**config.mk**
```make
export PLATFORM = sky130hd
export DESIGN_NAME = chip8_keypad_scanner
export DESIGN_NICKNAME = d
export VERILOG_FILES = /design/src/rtl/chip8_keypad_scanner.sv
export SDC_FILE = /design/constraint.sdc
export NUM_CORES = 1
export LEC_CHECK = 0
export ABC_AREA = 1
export CELL_PAD_IN_SITES_DETAIL_PLACEMENT = 1
export CELL_PAD_IN_SITES_GLOBAL_PLACEMENT = 1
export CORE_UTILIZATION = 30
export DETAILED_ROUTE_END_ITERATION = 8
export HOLD_SLACK_MARGIN = 0.12
export PLACE_DENSITY = 0.66
export SLEW_MARGIN = 20
export SYNTH_ARGS = -nofsm -noshare
export SYNTH_HDL_FRONTEND = slang
export SYNTH_SLANG_ARGS = --single-unit
```
**constraint.sdc**
```tcl
create_clock -name clk -period 1.94 [get_ports clk]
set_clock_uncertainty 0.05 [all_clocks]
set_input_delay 0.388 -clock clk [delete_from_list [all_inputs] [get_ports clk]]
set_output_delay 0.388 -clock clk [all_outputs]
set_load 0.1 [all_outputs]
```
**src/rtl/chip8_keypad_scanner.sv**
```systemverilog
// -----------------------------------------------------------------------------
// chip8_keypad_scanner
//
// Scans a 4x4 hex keypad matrix one column at a time, debounces whole-matrix
// snapshots, and presents the key state used by the CHIP-8 core
// (Ex9E / ExA1 / Fx0A).
//
// Ports:
//   clk              single clock for all logic
//   rst              asynchronous, active-low reset
//   row_sense[3:0]   keypad rows, active-low, asynchronous to clk
//   col_drive[3:0]   keypad columns, active-low, one column low while scanning
//   input_keys[15:0] debounced key state, bit k = hex key k held
//   newest_key_down  index 0-15 of the most recently pressed, still-held key;
//                    16 means no such key
//   key_event        one-cycle pulse when newest_key_down takes a value 0-15
//   scan_state[1:0]  current scan FSM state (0 DRIVE, 1 SAMPLE, 2 COMMIT)
//
// Output timing: key_event is a single-cycle strobe with no back-pressure.
// It is high in exactly the cycle in which input_keys and newest_key_down
// first show the new values; the consumer must sample it in that cycle.
// -----------------------------------------------------------------------------
module chip8_keypad_scanner #(
    parameter int SETTLE_CYCLES  = 3,
    parameter int DEBOUNCE_SCANS = 2
) (
    input  logic        clk,
    input  logic        rst,
    input  logic [3:0]  row_sense,
    output logic [3:0]  col_drive,
    output logic [15:0] input_keys,
    output logic [4:0]  newest_key_down,
    output logic        key_event,
    output logic [1:0]  scan_state
);

    // Settle counter runs 0 .. SETTLE_CYCLES-1.
    localparam int SW = (SETTLE_CYCLES > 1) ? $clog2(SETTLE_CYCLES) : 1;
    // Stable-scan counter runs 0 .. DEBOUNCE_SCANS (saturating).
    localparam int DW = $clog2(DEBOUNCE_SCANS + 1);

    localparam logic [SW-1:0] SETTLE_LAST = SW'(SETTLE_CYCLES - 1);
    localparam logic [DW-1:0] STABLE_MAX  = DW'(DEBOUNCE_SCANS);
    localparam logic [4:0]    NO_KEY      = 5'd16;

    typedef enum logic [1:0] {
        ST_DRIVE  = 2'd0,
        ST_SAMPLE = 2'd1,
        ST_COMMIT = 2'd2
    } state_t;

    // -------------------------------------------------------------------------
    // Key map: row r / column c -> hex key index.
    //   r0: 1 2 3 C
    //   r1: 4 5 6 D
    //   r2: 7 8 9 E
    //   r3: A 0 B F
    // -------------------------------------------------------------------------
    function automatic logic [3:0] key_index(input logic [1:0] r, input logic [1:0] c);
        logic [3:0] k;
        case ({r, c})
            4'b00_00: k = 4'h1;
            4'b00_01: k = 4'h2;
            4'b00_10: k = 4'h3;
            4'b00_11: k = 4'hC;
            4'b01_00: k = 4'h4;
            4'b01_01: k = 4'h5;
            4'b01_10: k = 4'h6;
            4'b01_11: k = 4'hD;
            4'b10_00: k = 4'h7;
            4'b10_01: k = 4'h8;
            4'b10_10: k = 4'h9;
            4'b10_11: k = 4'hE;
            4'b11_00: k = 4'hA;
            4'b11_01: k = 4'h0;
            4'b11_10: k = 4'hB;
            default:  k = 4'hF;
        endcase
        return k;
    endfunction

    // Overwrite the four key bits belonging to one column of the raw scan.
    function automatic logic [15:0] merge_column(input logic [15:0] scan,
                                                 input logic [1:0]  col,
                                                 input logic [3:0]  rows);
        logic [15:0] res;
        res = scan;
        for (int r = 0; r < 4; r++) begin
            res[key_index(2'(r), col)] = rows[r];
        end
        return res;
    endfunction

    // Lowest set bit index; caller guarantees v != 0.
    function automatic logic [3:0] lowest_set(input logic [15:0] v);
        logic [3:0] idx;
        idx = '0;
        for (int i = 15; i >= 0; i--) begin
            if (v[i]) begin
                idx = 4'(i);
            end
        end
        return idx;
    endfunction

    // -------------------------------------------------------------------------
    // State
    // -------------------------------------------------------------------------
    state_t         state_q, state_d;
    logic [1:0]     column_q, column_d;
    logic [SW-1:0]  settle_q, settle_d;
    logic [DW-1:0]  stable_q, stable_d;
    logic [15:0]    prev_scan_q, prev_scan_d;
    logic [15:0]    raw_scan_q, raw_scan_d;
    logic [3:0]     sync1_q, sync2_q;
    logic [15:0]    keys_d;
    logic [4:0]     newest_d;
    logic           event_d;

    logic [3:0]     drive;
    logic [3:0]     rows_active;
    logic [15:0]    rising;

    // Rows are pulled up; a pressed key in the driven column pulls its row low.
    assign rows_active = ~sync2_q;
    assign scan_state  = state_q;

    // Columns float high (all ones) during reset so nothing is driven while
    // the board comes up; the gate is on the reset pin itself so it takes
    // effect without waiting for a clock.
    assign col_drive = rst ? drive : 4'b1111;

    // -------------------------------------------------------------------------
    // Next-state and output logic
    // -------------------------------------------------------------------------
    always_comb begin
        state_d     = state_q;
        column_d    = column_q;
        settle_d    = settle_q;
        stable_d    = stable_q;
        prev_scan_d = prev_scan_q;
        raw_scan_d  = raw_scan_q;
        keys_d      = input_keys;
        newest_d    = newest_key_down;
        event_d     = 1'b0;
        drive       = 4'b1111;
        rising      = '0;

        case (state_q)
            ST_DRIVE: begin
                drive = ~(4'b0001 << column_q);
                if (settle_q == SETTLE_LAST) begin
                    settle_d = '0;
                    state_d  = ST_SAMPLE;
                end else begin
                    settle_d = settle_q + 1'b1;
                end
            end

            ST_SAMPLE: begin
                // Column stays driven while the synchronized rows are latched.
                drive      = ~(4'b0001 << column_q);
                raw_scan_d = merge_column(raw_scan_q, column_q, rows_active);
                if (column_q != 2'd3) begin
                    column_d = column_q + 2'd1;
                    state_d  = ST_DRIVE;
                end else begin
                    state_d = ST_COMMIT;
                end
            end

            ST_COMMIT: begin
                if (raw_scan_q == prev_scan_q) begin
                    if (stable_q >= STABLE_MAX) begin
                        stable_d = STABLE_MAX;
                    end else begin
                        stable_d = stable_q + 1'b1;
                    end
                end else begin
                    stable_d = DW'(1);
                end
                prev_scan_d = raw_scan_q;

                if (stable_d >= STABLE_MAX) begin
                    keys_d = raw_scan_q;
                    rising = raw_scan_q & ~input_keys;
                    // A newly pressed key always takes over the report, even
                    // if the previously reported key was released in the
                    // same scan.
                    if (rising != 16'd0) begin
                        newest_d = {1'b0, lowest_set(rising)};
                        event_d  = 1'b1;
                    end else if (newest_key_down != NO_KEY &&
                                 !raw_scan_q[newest_key_down[3:0]]) begin
                        newest_d = NO_KEY;
                    end
                end

                column_d = 2'd0;
                state_d  = ST_DRIVE;
            end

            default: begin
                column_d = 2'd0;
                settle_d = '0;
                state_d  = ST_DRIVE;
            end
        endcase
    end

    // -------------------------------------------------------------------------
    // Registers
    // -------------------------------------------------------------------------
    always_ff @(posedge clk or negedge rst) begin
        if (!rst) begin
            sync1_q <= 4'b1111;
            sync2_q <= 4'b1111;
        end else begin
            sync1_q <= row_sense;
            sync2_q <= sync1_q;
        end
    end

    always_ff @(posedge clk or negedge rst) begin
        if (!rst) begin
            state_q         <= ST_DRIVE;
            column_q        <= '0;
            settle_q        <= '0;
            stable_q        <= '0;
            prev_scan_q     <= '0;
            raw_scan_q      <= '0;
            input_keys      <= '0;
            newest_key_down <= NO_KEY;
            key_event       <= 1'b0;
        end else begin
            state_q         <= state_d;
            column_q        <= column_d;
            settle_q        <= settle_d;
            stable_q        <= stable_d;
            prev_scan_q     <= prev_scan_d;
            raw_scan_q      <= raw_scan_d;
            input_keys      <= keys_d;
            newest_key_down <= newest_d;
            key_event       <= event_d;
        end
    end

endmodule

```
==> flow_metrics.tcl, run 1 <==
set metrics [dict create \
    wl_per_cell_um 15.61 \
    p_per_area_mw_per_mm2 663.4 \
    startpoint_type "flip-flop" \
    p_leak_nw 2.200 \
    grt_pass1_vias 3437 \
    tightest_slew_ns 0.3859 \
    holdBufCountCts 0 \
    synthDistinctLibCells 41 \
    grt_setup_unrepaired "true" \
    first_pass_iters 4 \
    cp_max_fo 6 \
    max_freq_ghz 0.4985 \
    max_cap_violations 0 \
    critPathRequiredTime_ns 1.50 \
    fin_nets 506 \
    cts-root-buf "clkbuf_16" \
    status "complete, but fails checks" \
    grt_use_total 0.1737 \
    tns_ns -0.2591 \
    core-area_mm2 0.01201 \
    syn-cell-area_mm2 0.003702 \
    syn_area_per_cell_um2 8.433 \
    synth_edf_count 0 \
    total_power_mw 3.315 \
    synth_area_leaders "dfrtp_1, nand2_1, dfstp_2" \
    floorplan.initialDensity 0.3082 \
    grt_overflow 0 \
    drive_gt1_frac 0.3381 \
    drv_slew 0 \
    globalplace.congestion 0.8562 \
    critPathCaptureType "output port" \
    yosys_warnings 0 \
    via_count 3102 \
    insertion_delay_ns 0.34 \
    setup_viol 4 \
    crit_arrival_ns 1.57 \
    htreeDepth 3 \
    synth_top_cell_by_area "dfrtp_1" \
    vias_per_cell 4.839 \
    drc_errors 0 \
    maxSlewHeadroom 0.7427 \
    critical_path_class "flip-flop to output port" \
    clkTransAtPathRegs_ns 0.06 \
    drt-total-wl_mm 10.00 \
    final_cells 641 \
    period_needed_ns 2.006 \
    synthTopCellsByCount "nand2_1, dfrtp_1, inv_1" \
    area_growth_pct 34.94 \
    preCtsSetupSlack_ns 0.02913 \
    dieArea_mm2 0.01279 \
    timing.final.crit_share 1.034 \
    portBuffers 33 \
    cts_tree "done" \
    hold_viol 0 \
    fin_ws_ns -0.06614 \
    ir_drop_mv 0.4737 \
    antenna_found_initial 0 \
    fp.dieW_um 113.1 \
    core.rowCount 40 \
    violations "setup timing" \
    cts.sinks 70 \
    fp.dieH_um 113.1 \
    netlist.area_leader.share 0.4123 \
    r2r_setup_slack_ns 0.05 \
    dp_cells 621 \
    synthCells 439 \
    cts_buffers 9 \
    yosysSeqAreaShare 0.4762 \
    hold_class "input pin to async pin" \
    grt_max_degree 71 \
    synth-main-ff-cell "dfrtp_1" \
    dp_hpwl_mm 7.463 \
    synth_seq_cells 70 \
    drtIter0Drc 112 \
    antenna_cells 0 \
    async_flop_share 1.000 \
    ios 34 \
    cts_buffer_depth 2 \
    post-synth-top-count-cell "nand2_1" \
    syn_nets 456 \
    ant_nets 0 \
    grt_pass1_wl_mm 16.99 \
]
[final timing paths]
check / start / cells past startpoint / to
setup / recovery: scan_state[0] / 5 / col_drive[0]
hold / removal: rst / 2 / settle_q[0]
setup reg to reg: scan_state[0] / 10 / newest_key_down[1]
hold reg to reg: sync1_q[1] / 0 / sync2_q[1]
max in group asynchronous: rst / 2 / newest_key_down[4]
min in group clk: sync1_q[1] / 0 / sync2_q[1]
[cells in the final DEF (no fill, tap or decap), types with 5 or more instances in the layout]
master / n
nand2_1: 89
inv_1: 42
o21ai_0: 42
dfrtp_1: 40
nor2_1: 37
buf_12: 29
o21ai_2: 17
dfrtp_2: 17
buf_4: 16
a21oi_1: 15
nand2_2: 14
or2_2: 11
inv_2: 10
nand3_1: 10
clkbuf_16: 9
dfstp_2: 9
nor3_1: 7
nand4_1: 5
o22ai_1: 5
[worst max-delay path: stages, from the launching register on]
cell and delay [ns]:
dfrtp_4 0.44, inv_4 0.05, ha_4 0.17, or2_4 0.30
nand3_4 0.08, buf_12 0.17
[metrics by stage]
stage          hold slack [ns]  cell area, µm²  utilization
2_1_floorplan          0.04241            3815            -
3_3_place_gp            0.2964            4638       0.3861
3_5_place_dp            0.2979            4638       0.3861
4_1_cts                 0.1531            4942       0.4115
5_1_grt                 0.1684            4996       0.4159
6_report                0.1371            4996       0.4159
[registers in the layout, summed over array words and instances, names as in the netlist]
name,count
column_q,2
sync1_q,4
scan_state,2
raw_scan_q,16
sync2_q,4
input_keys,16
stable_q,2
newest_key_down,5
prev_scan_q,16
settle_q,2
key_event,1
[metal layers]
layer	part of all wire	GRT usage	vias up
met4	0.019	0.05702	0
li1	-	-	1527
met1	0.45	0.2097	1506
met5	0	0	-
met2	0.49	0.2957	53
met3	0.035	0.05196	16
[cell families after synthesis]
| kind of cell | after synthesis | share of synthesized area |
|---|---|---|
| AND/OR/NAND/NOR | 189 | 0.2369 |
| adder cells (fa/ha/maj) | 11 | 0.03717 |
| AO/OA/AOI/OAI | 95 | 0.1565 |
| XOR/XNOR | 8 | 0.01892 |
| buffers and inverters | 66 | 0.07435 |
| flip-flops | 70 | 0.4762 |
[power breakdown]
group          internal (mW)  switching [mW]  leakage [nW]
sequential              1.51          0.0404         0.819
combinational         0.0903           0.162          1.25
clock                  0.893           0.618         0.132
[area by class of cell]
class                      instances  area, µm²
fill                            1390       7015
sequential                        70       1799
multi-input combinational        303       1778
timing repair buffer              50      752.0
clock buffer                      12      246.5
inverter                          55      214.0
tap                              147      183.9
clock inverter                     4      22.52
[what timing repair did]
item                                    4_1_cts  5_1_grt
gates resized for setup                       2       15
setup buffers                                 3        1
pin swaps                                     3        2
endpoints found under the setup margin        4       21
No activity file was read; power rests on OpenSTA's default activity.
==> run 2: changes to the inputs <==
--- a/config.mk
+++ b/config.mk
@@ -6,12 +6,14 @@
 export NUM_CORES = 1
 export LEC_CHECK = 0
 export ABC_AREA = 1
+export CAP_MARGIN = 20
 export CELL_PAD_IN_SITES_DETAIL_PLACEMENT = 1
 export CELL_PAD_IN_SITES_GLOBAL_PLACEMENT = 1
 export CORE_UTILIZATION = 30
 export DETAILED_ROUTE_END_ITERATION = 8
+export DONT_BUFFER_PORTS = 1
 export HOLD_SLACK_MARGIN = 0.12
-export PLACE_DENSITY = 0.66
+export PLACE_DENSITY = 0.61
 export SLEW_MARGIN = 20
 export SYNTH_ARGS = -nofsm -noshare
 export SYNTH_HDL_FRONTEND = slang
==> run 2 against run 1 <==
The run ends with hold timing, setup timing left. Clock-buffer cell count is the same. Critical path type unchanged. Sequential power hardly changed. Clock power about the same. Fmax rose by 0.88%. Critical path depth shrank 2. Register-to-register slack is essentially flat. Combinational power decreased by 9.1%. Largest cell class is now multi-input combinational cells. Non-clock buffer count grew 3. Flip-flop and latch count did not move. Sequential share of layout area rose by 1.8 points.
==> flow_metrics.tcl, run 2 (same netlist as run 1, synthesis figures left out) <==
set metrics [dict create \
    status "complete, but fails checks" \
    violations "hold timing, setup timing" \
    antenna_found_initial 0 \
    core-area_mm2 0.01201 \
    grt_max_degree 75 \
    cts.sinks 70 \
    portBuffers 0 \
    most-common-layout-cells "nand2_1, buf_4, o21ai_0" \
    final_cells 644 \
    fin_nets 509 \
    insertion_delay_ns 0.33 \
    met1_usage 0.2140 \
    cts-root-buf "clkbuf_16" \
    dp_cells 612 \
    busiest_layer "met2" \
    max_freq_ghz 0.5028 \
    maxSlewHeadroom 0.7688 \
    hold_viol 70 \
    tightest_slew_ns 0.3457 \
    met2_usage 0.2777 \
    area_growth_pct 28.35 \
    slowest_delay_ns 0.51 \
    globalplace.congestion 0.8581 \
    crit_chain "ha_4, or2_4, nand3_4" \
    final-seq-area_mm2 0.001795 \
    hold_class "input pin to async pin" \
    final_common_cell "nand2_1" \
    dp_hpwl_mm 7.442 \
    crit-reg2reg-launch "raw_scan_q[6]" \
    use_met3 0.03749 \
    grt_use_total 0.1657 \
    vias_per_cell 4.871 \
    multi_input_area_mm2 0.001834 \
    critPathRequiredTime_ns 1.50 \
    critPathTopFamily "simple AND/OR/NAND/NOR gates" \
    path_buf_inv 0 \
    drc_errors 0 \
    ir_drop_mv 0.4959 \
    crit_arrival_ns 1.55 \
    hold_ws_ns -0.2969 \
    dieArea_mm2 0.01279 \
    fp.dieH_um 113.1 \
    fin_ws_ns -0.04869 \
    p_leak_nw 2.151 \
    core.rowCount 40 \
    p_per_area_mw_per_mm2 691.2 \
    ios 34 \
    antenna_cells 0 \
    ant_nets 0 \
    drtIter0Drc 91 \
    clkTransAtPathRegs_ns 0.06 \
    startpoint_type "flip-flop" \
    timing.final.crit_share 1.025 \
    htreeDepth 3 \
    startpoint "scan_state[0]" \
    first_pass_iters 4 \
    drt-total-wl_mm 10.29 \
    fp.dieW_um 113.1 \
    grt_pass1_vias 3257 \
    fillCellCount 1421 \
    cts_tree "done" \
    period_needed_ns 1.989 \
    cts_buffers 9 \
    grt_setup_unrepaired "true" \
    cts_buffer_depth 2 \
    holdBufCountCts 4 \
    via_count 3137 \
    drv_slew 0 \
    floorplan.initialDensity 0.3082 \
    grt_overflow 0 \
    critPathCaptureType "output port" \
    drive_gt1_frac 0.3521 \
    cp_max_fo 4 \
    cp_slowest_cell "dfrtp_4" \
    wl_per_cell_um 15.98 \
    reg_top3 "input_keys x16, prev_scan_q x16, raw_scan_q x16" \
    max_cap_violations 0 \
    critical_path_class "flip-flop to output port" \
    setup_viol 4 \
    tns_ns -0.1923 \
    grt_pass1_wl_mm 16.39 \
    fin_util 0.3956 \
]
## run 2: cell count changes in the layout (fill, tap and decap cells not counted), sizes merged
cell	previous run	this run
dlygate4sd3	0	4
clkbuf	12	14
clkdlybuf4s50	4	0
buf	46	47
## run 2: worst register-to-register path: cells and delay by family (launching register included)
kind,cells,cell delay (ns)
AND/OR/NAND/NOR,8,1.11
buffers and inverters,1,0.10
AO/OA/AOI/OAI,1,0.13
flip-flops,1,0.40
## run 2: what timing repair did
action,CTS,global route
gates resized for setup,6,18
setup endpoints to repair,4,10
endpoints found under the hold margin,74,70
gates cloned,0,2
setup buffers,0,10
pin swaps,3,9
## run 2: final timing paths
path | to | slack [ns] | cells past startpoint
max reg2reg | newest_key_down[0] | 0.05 | 10
min reg2reg | sync2_q[0] | 0.30 | 0
min | input_keys[7] | -0.30 | 0
max | col_drive[3] | -0.05 | 3
min in group clk | sync2_q[0] | 0.30 | 0
max in group asynchronous | sync1_q[1] | 1.94 | 0
## run 2: report_power, final
part | internal [mW] | switching [mW]
clock network | 0.894 | 0.609
registers | 1.51 | 0.0421
logic | 0.0934 | 0.135
## run 2: metrics by stage
stage          setup WS (ns)  total power [mW]  cell area [µm²]
6_report            -0.04869             3.284             4752
5_1_grt              -0.1094             3.409             4752
4_1_cts             -0.06785             3.313             4542
3_5_place_dp         0.02005             1.779             4210
3_3_place_gp         0.05389             1.772             4210
2_1_floorplan       -0.02502             1.707             3815
## run 2: metal layers
metal / share of wire / vias up
met4: 0.014 / 0
met5: 0 / -
li1: - / 1536
met1: 0.47 / 1547
met3: 0.028 / 12
met2: 0.49 / 42
## run 2: final cells by class
class                           count  share of cell area
Clock buffer                       12             0.05187
Clock inverter                      4            0.004739
Inverter                           55             0.04502
Multi-Input combinational cell    303              0.3860
Sequential cell                    70              0.3778
Tap cell                          147             0.03870
Timing Repair Buffer               53             0.09584
==> run 3: changes to the inputs <==
--- a/config.mk
+++ b/config.mk
@@ -6,6 +6,7 @@
 export NUM_CORES = 1
 export LEC_CHECK = 0
 export ABC_AREA = 1
+export ABC_CLOCK_PERIOD_IN_PS = 1940
 export CAP_MARGIN = 20
 export CELL_PAD_IN_SITES_DETAIL_PLACEMENT = 1
 export CELL_PAD_IN_SITES_GLOBAL_PLACEMENT = 1
==> results of run 3 <==
The final DEF is identical to that of run 2; final timing and power are the same.
